<file path="config.mk">
export PLATFORM = sky130hd
export DESIGN_NAME = branch_resolve_unit
export DESIGN_NICKNAME = d
export VERILOG_FILES = /design/src/rtl/branch_pkg.sv /design/src/rtl/branch_cond_eval.sv /design/src/rtl/branch_resolve_unit.sv
export SDC_FILE = /design/constraint.sdc
export NUM_CORES = 1
export LEC_CHECK = 0
export CELL_PAD_IN_SITES_DETAIL_PLACEMENT = 1
export CELL_PAD_IN_SITES_GLOBAL_PLACEMENT = 1
export CORE_ASPECT_RATIO = 0.8
export CORE_UTILIZATION = 38
export CTS_BUF_LIST = sky130_fd_sc_hd__clkbuf_8 sky130_fd_sc_hd__clkbuf_16
export CTS_CLUSTER_DIAMETER = 50
export DETAILED_ROUTE_END_ITERATION = 12
export GPL_ROUTABILITY_DRIVEN = 1
export PLACE_DENSITY = 0.76
export RECOVER_POWER = 25
export SYNTH_ARGS = -nofsm -noshare
export SYNTH_HDL_FRONTEND = slang
export SYNTH_SLANG_ARGS = --single-unit
</file>
<file path="constraint.sdc">
create_clock -name clk -period 2.72 [get_ports clk]
set_input_delay 0.544 -clock clk [delete_from_list [all_inputs] [get_ports clk]]
set_output_delay 0.544 -clock clk [all_outputs]
set_load 0.02 [all_outputs]
</file>
<file path="src/rtl/branch_pkg.sv">
// ----------------------------------------------------------------------------
// branch_pkg
// Shared definitions for the branch resolution unit:
//   - BR_* : branch condition encodings carried on br_op
//   - state_t : FSM state encoding of branch_resolve_unit (2 bits)
// ----------------------------------------------------------------------------
package branch_pkg;

    localparam logic [2:0] BR_BEQ  = 3'b000;
    localparam logic [2:0] BR_BNE  = 3'b001;
    localparam logic [2:0] BR_BLE  = 3'b010;
    localparam logic [2:0] BR_BGT  = 3'b011;
    localparam logic [2:0] BR_BLT  = 3'b100;
    localparam logic [2:0] BR_BGE  = 3'b101;
    localparam logic [2:0] BR_BLTU = 3'b110;
    localparam logic [2:0] BR_BGEU = 3'b111;

    typedef enum logic [1:0] {
        S_IDLE   = 2'd0,
        S_LATCH  = 2'd1,
        S_DECIDE = 2'd2,
        S_DONE   = 2'd3
    } state_t;

endpackage

</file>
<file path="src/rtl/branch_cond_eval.sv">
// ----------------------------------------------------------------------------
// branch_cond_eval
// Purely combinational branch condition evaluator.  Turns the registered
// comparison flags into a taken/not-taken decision for the selected op.
// Ports:
//   eq    in  1  operands equal
//   gt_s  in  1  first operand greater than second (signed)
//   gt_u  in  1  first operand greater than second (unsigned)
//   br_op in  3  condition select (BR_* encodings)
//   cond  out 1  branch condition holds
// ----------------------------------------------------------------------------
module branch_cond_eval
    import branch_pkg::*;
(
    input  logic       eq,
    input  logic       gt_s,
    input  logic       gt_u,
    input  logic [2:0] br_op,
    output logic       cond
);

    always_comb begin
        cond = 1'b0;
        case (br_op)
            BR_BEQ:  cond = eq;
            BR_BNE:  cond = !eq;
            BR_BLE:  cond = !gt_s;
            BR_BGT:  cond = gt_s;
            BR_BLT:  cond = !gt_s && !eq;
            BR_BGE:  cond = gt_s || eq;
            BR_BLTU: cond = !gt_u && !eq;
            BR_BGEU: cond = gt_u || eq;
            default: cond = 1'b0;
        endcase
    end

endmodule

</file>
<file path="src/rtl/branch_resolve_unit.sv">
// ----------------------------------------------------------------------------
// branch_resolve_unit
// Multicycle branch resolution: IDLE -> LATCH -> DECIDE -> DONE -> IDLE.
// A start seen in IDLE captures the operands; LATCH registers the compare
// flags, DECIDE registers taken/target, DONE pulses done for one cycle.
//
// Handshake: start is a request strobe that is only looked at in IDLE; it is
// accepted on the rising edge where start=1 and busy=0.  Exactly three cycles
// later done=1 for one cycle; taken/target are valid then and held until the
// next DECIDE.  Starts while busy are dropped, nothing is queued.
//
// Ports:
//   clk          in  1      rising-edge clock
//   reset        in  1      synchronous, active-high
//   start        in  1      request strobe (sampled in IDLE only)
//   br_op        in  3      condition select
//   rs_val       in  WIDTH  first operand
//   rt_val       in  WIDTH  second operand
//   pc_plus4     in  WIDTH  next sequential address
//   offset       in  16     signed word offset
//   busy         out 1      request in flight
//   done         out 1      one-cycle result-valid pulse
//   taken        out 1      branch decision
//   target       out WIDTH  branch target
//   taken_count  out CNT_W  saturating count of taken decisions
//   dbg_state    out 2      current FSM state (debug observation)
// ----------------------------------------------------------------------------
module branch_resolve_unit
    import branch_pkg::*;
#(
    parameter int WIDTH = 32,
    parameter int CNT_W = 16
) (
    input  logic             clk,
    input  logic             reset,
    input  logic             start,
    input  logic [2:0]       br_op,
    input  logic [WIDTH-1:0] rs_val,
    input  logic [WIDTH-1:0] rt_val,
    input  logic [WIDTH-1:0] pc_plus4,
    input  logic [15:0]      offset,
    output logic             busy,
    output logic             done,
    output logic             taken,
    output logic [WIDTH-1:0] target,
    output logic [CNT_W-1:0] taken_count,
    output logic [1:0]       dbg_state
);

    state_t           r_state;
    state_t           w_next_state;

    logic [WIDTH-1:0] r_rs;
    logic [WIDTH-1:0] r_rt;
    logic [WIDTH-1:0] r_pc;
    logic [15:0]      r_off;
    logic [2:0]       r_op;
    logic             r_eq;
    logic             r_gt_s;
    logic             r_gt_u;
    logic             r_taken;
    logic [WIDTH-1:0] r_target;
    logic [CNT_W-1:0] r_cnt;

    logic             w_cond;
    logic [WIDTH-1:0] w_off_ext;
    logic [WIDTH-1:0] w_target;

    // State register
    always_ff @(posedge clk) begin
        if (reset) begin
            r_state <= S_IDLE;
        end else begin
            r_state <= w_next_state;
        end
    end

    // Next-state logic
    always_comb begin
        w_next_state = r_state;
        case (r_state)
            S_IDLE:   if (start) w_next_state = S_LATCH;
            S_LATCH:  w_next_state = S_DECIDE;
            S_DECIDE: w_next_state = S_DONE;
            S_DONE:   w_next_state = S_IDLE;
            default:  w_next_state = S_IDLE;
        endcase
    end

    // Word offset sign-extended to WIDTH and scaled to bytes; the add wraps.
    assign w_off_ext = WIDTH'($signed(r_off)) << 2;
    assign w_target  = r_pc + w_off_ext;

    branch_cond_eval u_cond (
        .eq    (r_eq),
        .gt_s  (r_gt_s),
        .gt_u  (r_gt_u),
        .br_op (r_op),
        .cond  (w_cond)
    );

    // Datapath registers
    always_ff @(posedge clk) begin
        if (reset) begin
            r_rs     <= '0;
            r_rt     <= '0;
            r_pc     <= '0;
            r_off    <= '0;
            r_op     <= '0;
            r_eq     <= 1'b0;
            r_gt_s   <= 1'b0;
            r_gt_u   <= 1'b0;
            r_taken  <= 1'b0;
            r_target <= '0;
            r_cnt    <= '0;
        end else begin
            if (r_state == S_IDLE && start) begin
                r_rs  <= rs_val;
                r_rt  <= rt_val;
                r_pc  <= pc_plus4;
                r_off <= offset;
                r_op  <= br_op;
            end
            if (r_state == S_LATCH) begin
                r_eq   <= (r_rs == r_rt);
                r_gt_s <= ($signed(r_rs) > $signed(r_rt));
                r_gt_u <= (r_rs > r_rt);
            end
            if (r_state == S_DECIDE) begin
                r_taken  <= w_cond;
                r_target <= w_target;
                // Saturate rather than wrap at all-ones.
                if (w_cond && (r_cnt != {CNT_W{1'b1}})) begin
                    r_cnt <= r_cnt + CNT_W'(1);
                end
            end
        end
    end

    assign busy        = (r_state != S_IDLE);
    assign done        = (r_state == S_DONE);
    assign taken       = r_taken;
    assign target      = r_target;
    assign taken_count = r_cnt;
    assign dbg_state   = r_state;

endmodule

</file>
### Word-level counts from Yosys, hierarchy flattened

Index checks and enable logic that the tools add are counted.

* bits in registers: 169
* output and inout bits: 53
* word-level logic and storage cells: 45

* $add $sub $neg: 2
* magnitude comparators: 2
* equal/unequal tests: 13
* mux-type cells: 3
* reduce and logical (&&, ||, !) cells: 13

Operator list (count)
* 32-bit greater-than comparator: 2
* 32-bit adder: 1
* 32-bit equality test: 1
* 16-bit by 1-bit adder with 16-bit output, second input constant: 1
* 16-bit != test, second input constant: 1
* 3-bit equality test, second input constant: 4
* 1-bit one-hot mux with 8 select lines: 1
* 2-bit one-hot mux with 4 select lines: 1
* 3-bit by 2-bit equality test with 1-bit output, second input constant: 2
* 2-bit equality test, second input constant: 2
* 1-bit logical AND: 4
* 3-bit by 1-bit equality test with 1-bit output, second input constant: 1
* 1-bit zero test: 3
* 3-bit zero test: 1
* 2-bit by 1-bit equality test with 1-bit output, second input constant: 1
* 2-bit zero test: 1
* 1-bit logical OR: 2
* 2-bit two-way mux: 1
* 2-bit != test, second input constant: 1
* 2-bit AND reduction: 1
* 2-bit nonzero test: 1

### Depth between registers and ports, before layout

* depth after elaboration: 5
* depth in mapped cells: 9
* depth with buffers taken out: 9

### Cells and area by module

Synthesis repeated with hierarchy kept, for this count alone.

* cells, all modules: 1061
* area total of the unflattened synthesis: 8390.5 µm²

By module, submodules not included
* branch_resolve_unit: instances 1, cells an instance 1055, area each 8339.2 µm², seq. area each 3383.2 µm²
* branch_cond_eval: instances 1, cells an instance 6, area each 51.3 µm², seq. area each 0.0 µm²

### Worst setup path before layout

Ideal clock, no wire load.

* path kind: reg-to-reg
* start point: reg r_off[15]
* end point: reg r_target[23], in the netlist target[23]
* setup time: 0.086 ns
* arrival time: 2.223 ns
* slack: 0.412 ns
* stages on the path, launching flop included: 9
* period minus slack after synthesis: 2.308 ns
* cell sequence: dfxtp_1 > ha_1 > buf_2 > a21oi_1 > o21ai_1 > or3_1 > o21bai_1 > xor2_1 > a211oi_1

* cells in the longest elaborated chain, start to end: 1

RTL lines
* from (decl): line branch_resolve_unit.sv:56 `logic [15:0] r_off;`
* from (signal assigned): line branch_resolve_unit.sv:121 `r_off <= offset;`
* 32-bit adder: line branch_resolve_unit.sv:92 `assign w_target = r_pc + w_off_ext;`
* to (signal assigned): line branch_resolve_unit.sv:131 `r_target <= w_target;`
* to (decl): line branch_resolve_unit.sv:62 `logic [WIDTH-1:0] r_target;`

No other way between the ends.
A chain may end at the register's enable or synchronous reset.

### Worst setup path in the final report

* start point: reg r_pc[2]
* end point: reg r_target[28], in the netlist target[28]

* cells in the longest elaborated chain, start to end: 1

RTL lines
* from (decl): line branch_resolve_unit.sv:55 `logic [WIDTH-1:0] r_pc;`
* from (signal assigned): line branch_resolve_unit.sv:120 `r_pc <= pc_plus4;`
* 32-bit adder: line branch_resolve_unit.sv:92

No other way between the ends.

==> results.txt <==
----------------------------------------------------
[Detailed routing]
  Iteration count of the initial detailed-routing pass ... 4
  DRC violation count after routing ... 0
  Via total after detailed routing ... a little under 8,000
  Routed wire length ... 24,700 µm
  Initial DRC Count ... about 400
  Routed Antenna Nets ... 0
  Via density per instance ... between 5 and 6
  Mean routed wirelength per cell ... around 16 µm

[Placement]
  Placed wire-length estimate after detailed placement ... 18,300 µm
  Post-placement cell count ... ~1,500
  Area after detailed placement ... about 11,000 µm²
  Weighted congestion at the end of routability-driven global placement ... around 0.83
  Post-placement setup slack ... between 200 and 250 ps
  Total of buffers placed on input and output ports ... between 150 and 200

[Logic synthesis]
  Total nets after synthesis ... about 1,300
  Post-synth top flop ... sky130_fd_sc_hd__dfxtp_1
  Async set or reset register ratio after synthesis ... 0%
  Post-synth top area cell ... sky130_fd_sc_hd__dfxtp_1
  Main combinational cell family by area after synthesis ... simple AND/OR/NAND/NOR gates
  Count of synthesis-stage warnings from yosys ... 0
  Simple logic cell fraction of the synthesized area ... about a quarter
  Synth Area in Adders ... 9.97%
  Compound-Gate Fraction of Synth Area ... roughly 18%
  Number of standard cells after synthesis ... around 1,100
  Xor-xnor portion of the synthesized cell area ... around 2.5%
  Mean area per synthesized cell ... slightly below 8 µm²
  Summed instance area of the synthesized netlist ... between 8000 and 9000 µm²
  Portion of synthesized cell area occupied by the leading cell type ... between 30% and 40%
  Mux contribution to synthesized area ... around 2.0%
  Number of distinct library cells after synthesis ... 70
  Number of storage elements in the synthesis netlist ... 169
  Number of enable-type register cells in the synthesized netlist ... 0
  Proportion of synthesized chip area in sequential cells ... just under 40%
  Synth area leaders ... sky130_fd_sc_hd__dfxtp_1 39%, sky130_fd_sc_hd__nand2_1 13%, sky130_fd_sc_hd__ha_1 9.7%

[Setup path]
  CP Cell Sequence ... ha_1 -> fa_1 -> a21o_1 -> a221o_1 -> o21ai_1 -> and2_2 -> o41ai_4 -> a211o_1 -> nand3_1
  Endpoint arrival time on the critical path ... 2920 ps
  Required @ worst endpoint ... 3100 ps
  Critical-path top delay cell ... sky130_fd_sc_hd__fa_1
  Type of origin of the critical path ... flop
  Maximum fanout along the worst path ... 6
  Path type of the worst setup path ... reg2reg
  Kind of cell with the highest combined delay on the critical path ... compound AO/OA/AOI/OAI gates
  Slowest stage delay, CP ... a little over 400 ps
  Worst path buffer plus inverter count ... 0
  Type of element capturing the critical path ... flop

[Run status]
  Outcome ... finished clean

[Clock tree]
  Depth of the CTS H-tree ... 4
  Resized Gates After CTS ... 0
  Longest Clk Path Bufs ... 2
  Inserted Clock Buffers ... 17
  Worst skew pair latency ... around 430 ps
  CTS sink count ... roughly 170
  Clock transition at the register clock pins on the worst setup and hold paths after CTS ... about 70 ps
  Cell chosen for the clock root ... sky130_fd_sc_hd__clkbuf_16
  Setup repair bufs after CTS ... 0
  TritonCTS clock tree ... done
  Number of hold buffers added after CTS ... 0

[STA]
  Final period demand of the worst path ... ~2500 ps
  Total Negative Setup Slacks ... 0 ps
  Period Utilization, post-route ... 93.4%
  Setup Viol. Count Final ... 0
  Setup repair after global routing missed its margin ... false
  Actual transition at the worst max-transition pin ... around 1200 ps
  Maximum operating frequency ... 394 MHz
  Remaining max-slew budget at the tightest pin ... a little under a fifth
  Max-slew violation total from the final report ... 0
  Worst clock skew ... around 11 ps
  Final hold violations ... 0
  Final setup slack of the worst path ... roughly 180 ps

[Final layout]
  Utilization of the core after routing ... slightly above 50%
  Storage element area ... roughly 3400 µm²
  Nets ... between 1,000 and 1,500
  Fraction of final layout cells sized beyond drive strength 1 ... under 10%
  Final instance count without filler cells ... between 1,500 and 2,000
  Area growth, synth to finish ... 29.8%
  Multi-input gate area in the final layout ... about 4800 µm²
  Number of filler instances in the final layout ... between 2,000 and 3,000
  Final design instance area without fill ... around 11,000 µm²
  Ant. Diodes ... 0

[Global route]
  Number of global-route vias before repair ... between 7,000 and 8,000
  Maximum number of pins on one net before global-route repair ... a little under 100
  First-pass GRT wire length ... approximately 40,000 µm
  Overflow left after global routing ... 0
  Gr usage total ... a little over a fifth
  Initial antenna violation count ... 1

[Floorplan]
  Row Count ... 48
  Area of the die ... between 20,000 and 25,000 µm²
  Number of top-level pins ... between 150 and 200
  Die span in y ... 137 µm
  Floorplan Core Area ... 21,900 µm²
  Initial core utilization ... about two fifths
  Die boundary width ... 170 µm

[Power]
  Sequential cell fraction of total power ... 37.2%
  Leakage power ... around 4.3 nW
  Clock power frac ... between 20% and 30%
  Combinational fraction of design power ... 34.8%
  Switching component of the power ... just over 3 mW
  Maximum ir drop on the vdd rail ... slightly above 0.0004 V
  Net switching share of the total power ... a little over a third
  Power Dens Cells ... ~750 nW/µm²
  Internal power of the cells ... roughly 5.3 mW

[Hold path]
  Kind of path behind the tightest hold check ... reg2reg

[Job]
  Count of max-cap constraint violations ... 0

----------------------------------------------------
kinds of logic after synthesis:
group | Yosys count
buffers and inverters | 104
AO/OA/AOI/OAI | 257
AND/OR/NAND/NOR | 457
flip-flops | 169
multiplexers | 16
XOR/XNOR | 25
adder cells (fa/ha/maj) | 68
power groups by stage:
stage               combinational, mW  clock, mW  sequential [mW]
detailed placement               2.93          0             3.17
CTS                              2.95       2.39             3.11
global placement                 2.85          0             3.15
finish                           2.91       2.33             3.11
floorplan                        1.83          0             3.17
global route                     3.24       2.50             3.16
flip-flops by register name (all words and copies together), names as in the netlist:
signal       count
r_off           16
r_rs            32
taken_count     16
r_rt            32
r_pc            32
r_eq             1
taken            1
r_gt_s           1
r_op             3
r_gt_u           1
dbg_state        2
target          32
layout by cell type (no fill, tap or decap), types with 12 or more instances in the layout:
| cell | Yosys | routed |
|---|---|---|
| sky130_fd_sc_hd__clkbuf_16 | 0 | 17 |
| sky130_fd_sc_hd__nand2_1 | 288 | 288 |
| sky130_fd_sc_hd__xnor2_1 | 20 | 20 |
| sky130_fd_sc_hd__o21ai_0 | 25 | 25 |
| sky130_fd_sc_hd__nor2_1 | 56 | 56 |
| sky130_fd_sc_hd__nor3_1 | 14 | 14 |
| sky130_fd_sc_hd__ha_1 | 67 | 67 |
| sky130_fd_sc_hd__dfxtp_1 | 169 | 169 |
| sky130_fd_sc_hd__a21oi_1 | 158 | 158 |
| sky130_fd_sc_hd__inv_1 | 44 | 45 |
| sky130_fd_sc_hd__a21o_1 | 13 | 13 |
| sky130_fd_sc_hd__nand4_1 | 12 | 12 |
| sky130_fd_sc_hd__nand3_1 | 26 | 26 |
| sky130_fd_sc_hd__clkdlybuf4s50_1 | 0 | 169 |
| sky130_fd_sc_hd__mux2i_1 | 14 | 14 |
metal layers:
metal	share of wire, %	vias to the layer above	GRT usage [%]
li1	-	4036	-
met1	50	3767	29.9
met2	45	142	35.7
met3	4.2	14	3.96
met4	0.74	0	4.80
met5	0	-	0
cell type report:
type | count | share of cell area [%]
timing repair buffer | 185 | 16.7
tap | 300 | 3.36
inverter | 44 | 1.48
sequential | 169 | 30.3
clock buffer | 17 | 3.81
clock inverter | 14 | 1.13
multi-input combinational | 823 | 43.2
worst reg2reg max path, cell delays in order, from the launching register on:
cell	delay, ps
sky130_fd_sc_hd__dfxtp_1	320
sky130_fd_sc_hd__ha_1	230
sky130_fd_sc_hd__fa_1	410
sky130_fd_sc_hd__a21o_1	190
sky130_fd_sc_hd__a221o_1	380
sky130_fd_sc_hd__o21ai_1	220
sky130_fd_sc_hd__and2_2	250
sky130_fd_sc_hd__o41ai_4	110
sky130_fd_sc_hd__a211o_1	320
sky130_fd_sc_hd__nand3_1	60
final timing paths:
| path | startpoint | endpoint | slack, ps | cells after the start |
|---|---|---|---|---|
| hold / removal | target[30] | target[30] | 450 | 2 |
| setup reg to reg | r_pc[2] | target[28] | 180 | 9 |
| setup / recovery | r_pc[2] | target[28] | 180 | 9 |
| hold reg to reg | target[30] | target[30] | 450 | 2 |
cells in the mapped netlist, types with 4 or more instances:
cell type	count
sky130_fd_sc_hd__nand3_1	26
sky130_fd_sc_hd__nor2_1	56
sky130_fd_sc_hd__nand2_1	288
sky130_fd_sc_hd__or3_1	9
sky130_fd_sc_hd__nor3b_1	5
sky130_fd_sc_hd__nor2b_1	5
sky130_fd_sc_hd__a221o_1	4
sky130_fd_sc_hd__dfxtp_1	169
sky130_fd_sc_hd__a21o_1	13
sky130_fd_sc_hd__clkbuf_1	41
sky130_fd_sc_hd__inv_1	44
sky130_fd_sc_hd__nor3_1	14
sky130_fd_sc_hd__nand4_1	12
sky130_fd_sc_hd__a211oi_1	8
sky130_fd_sc_hd__o21ai_0	25
sky130_fd_sc_hd__o21ai_1	4
sky130_fd_sc_hd__ha_1	67
sky130_fd_sc_hd__buf_2	5
sky130_fd_sc_hd__a21oi_1	158
sky130_fd_sc_hd__buf_1	14
sky130_fd_sc_hd__o211ai_1	5
sky130_fd_sc_hd__and2_1	4
sky130_fd_sc_hd__o21bai_1	6
sky130_fd_sc_hd__xnor2_1	20
sky130_fd_sc_hd__xor2_1	5
sky130_fd_sc_hd__mux2i_1	14
sky130_fd_sc_hd__nand2b_1	5
stage by stage:
stage | power, mW | hold WS (ps)
after global routing | 8.89 | 472
after floorplan | 5.00 | 436
after global placement | 6.00 | 435
after CTS | 8.46 | 454
final | 8.35 | 450
after detailed placement | 6.10 | 444
Power figures use the tool's default switching activity.
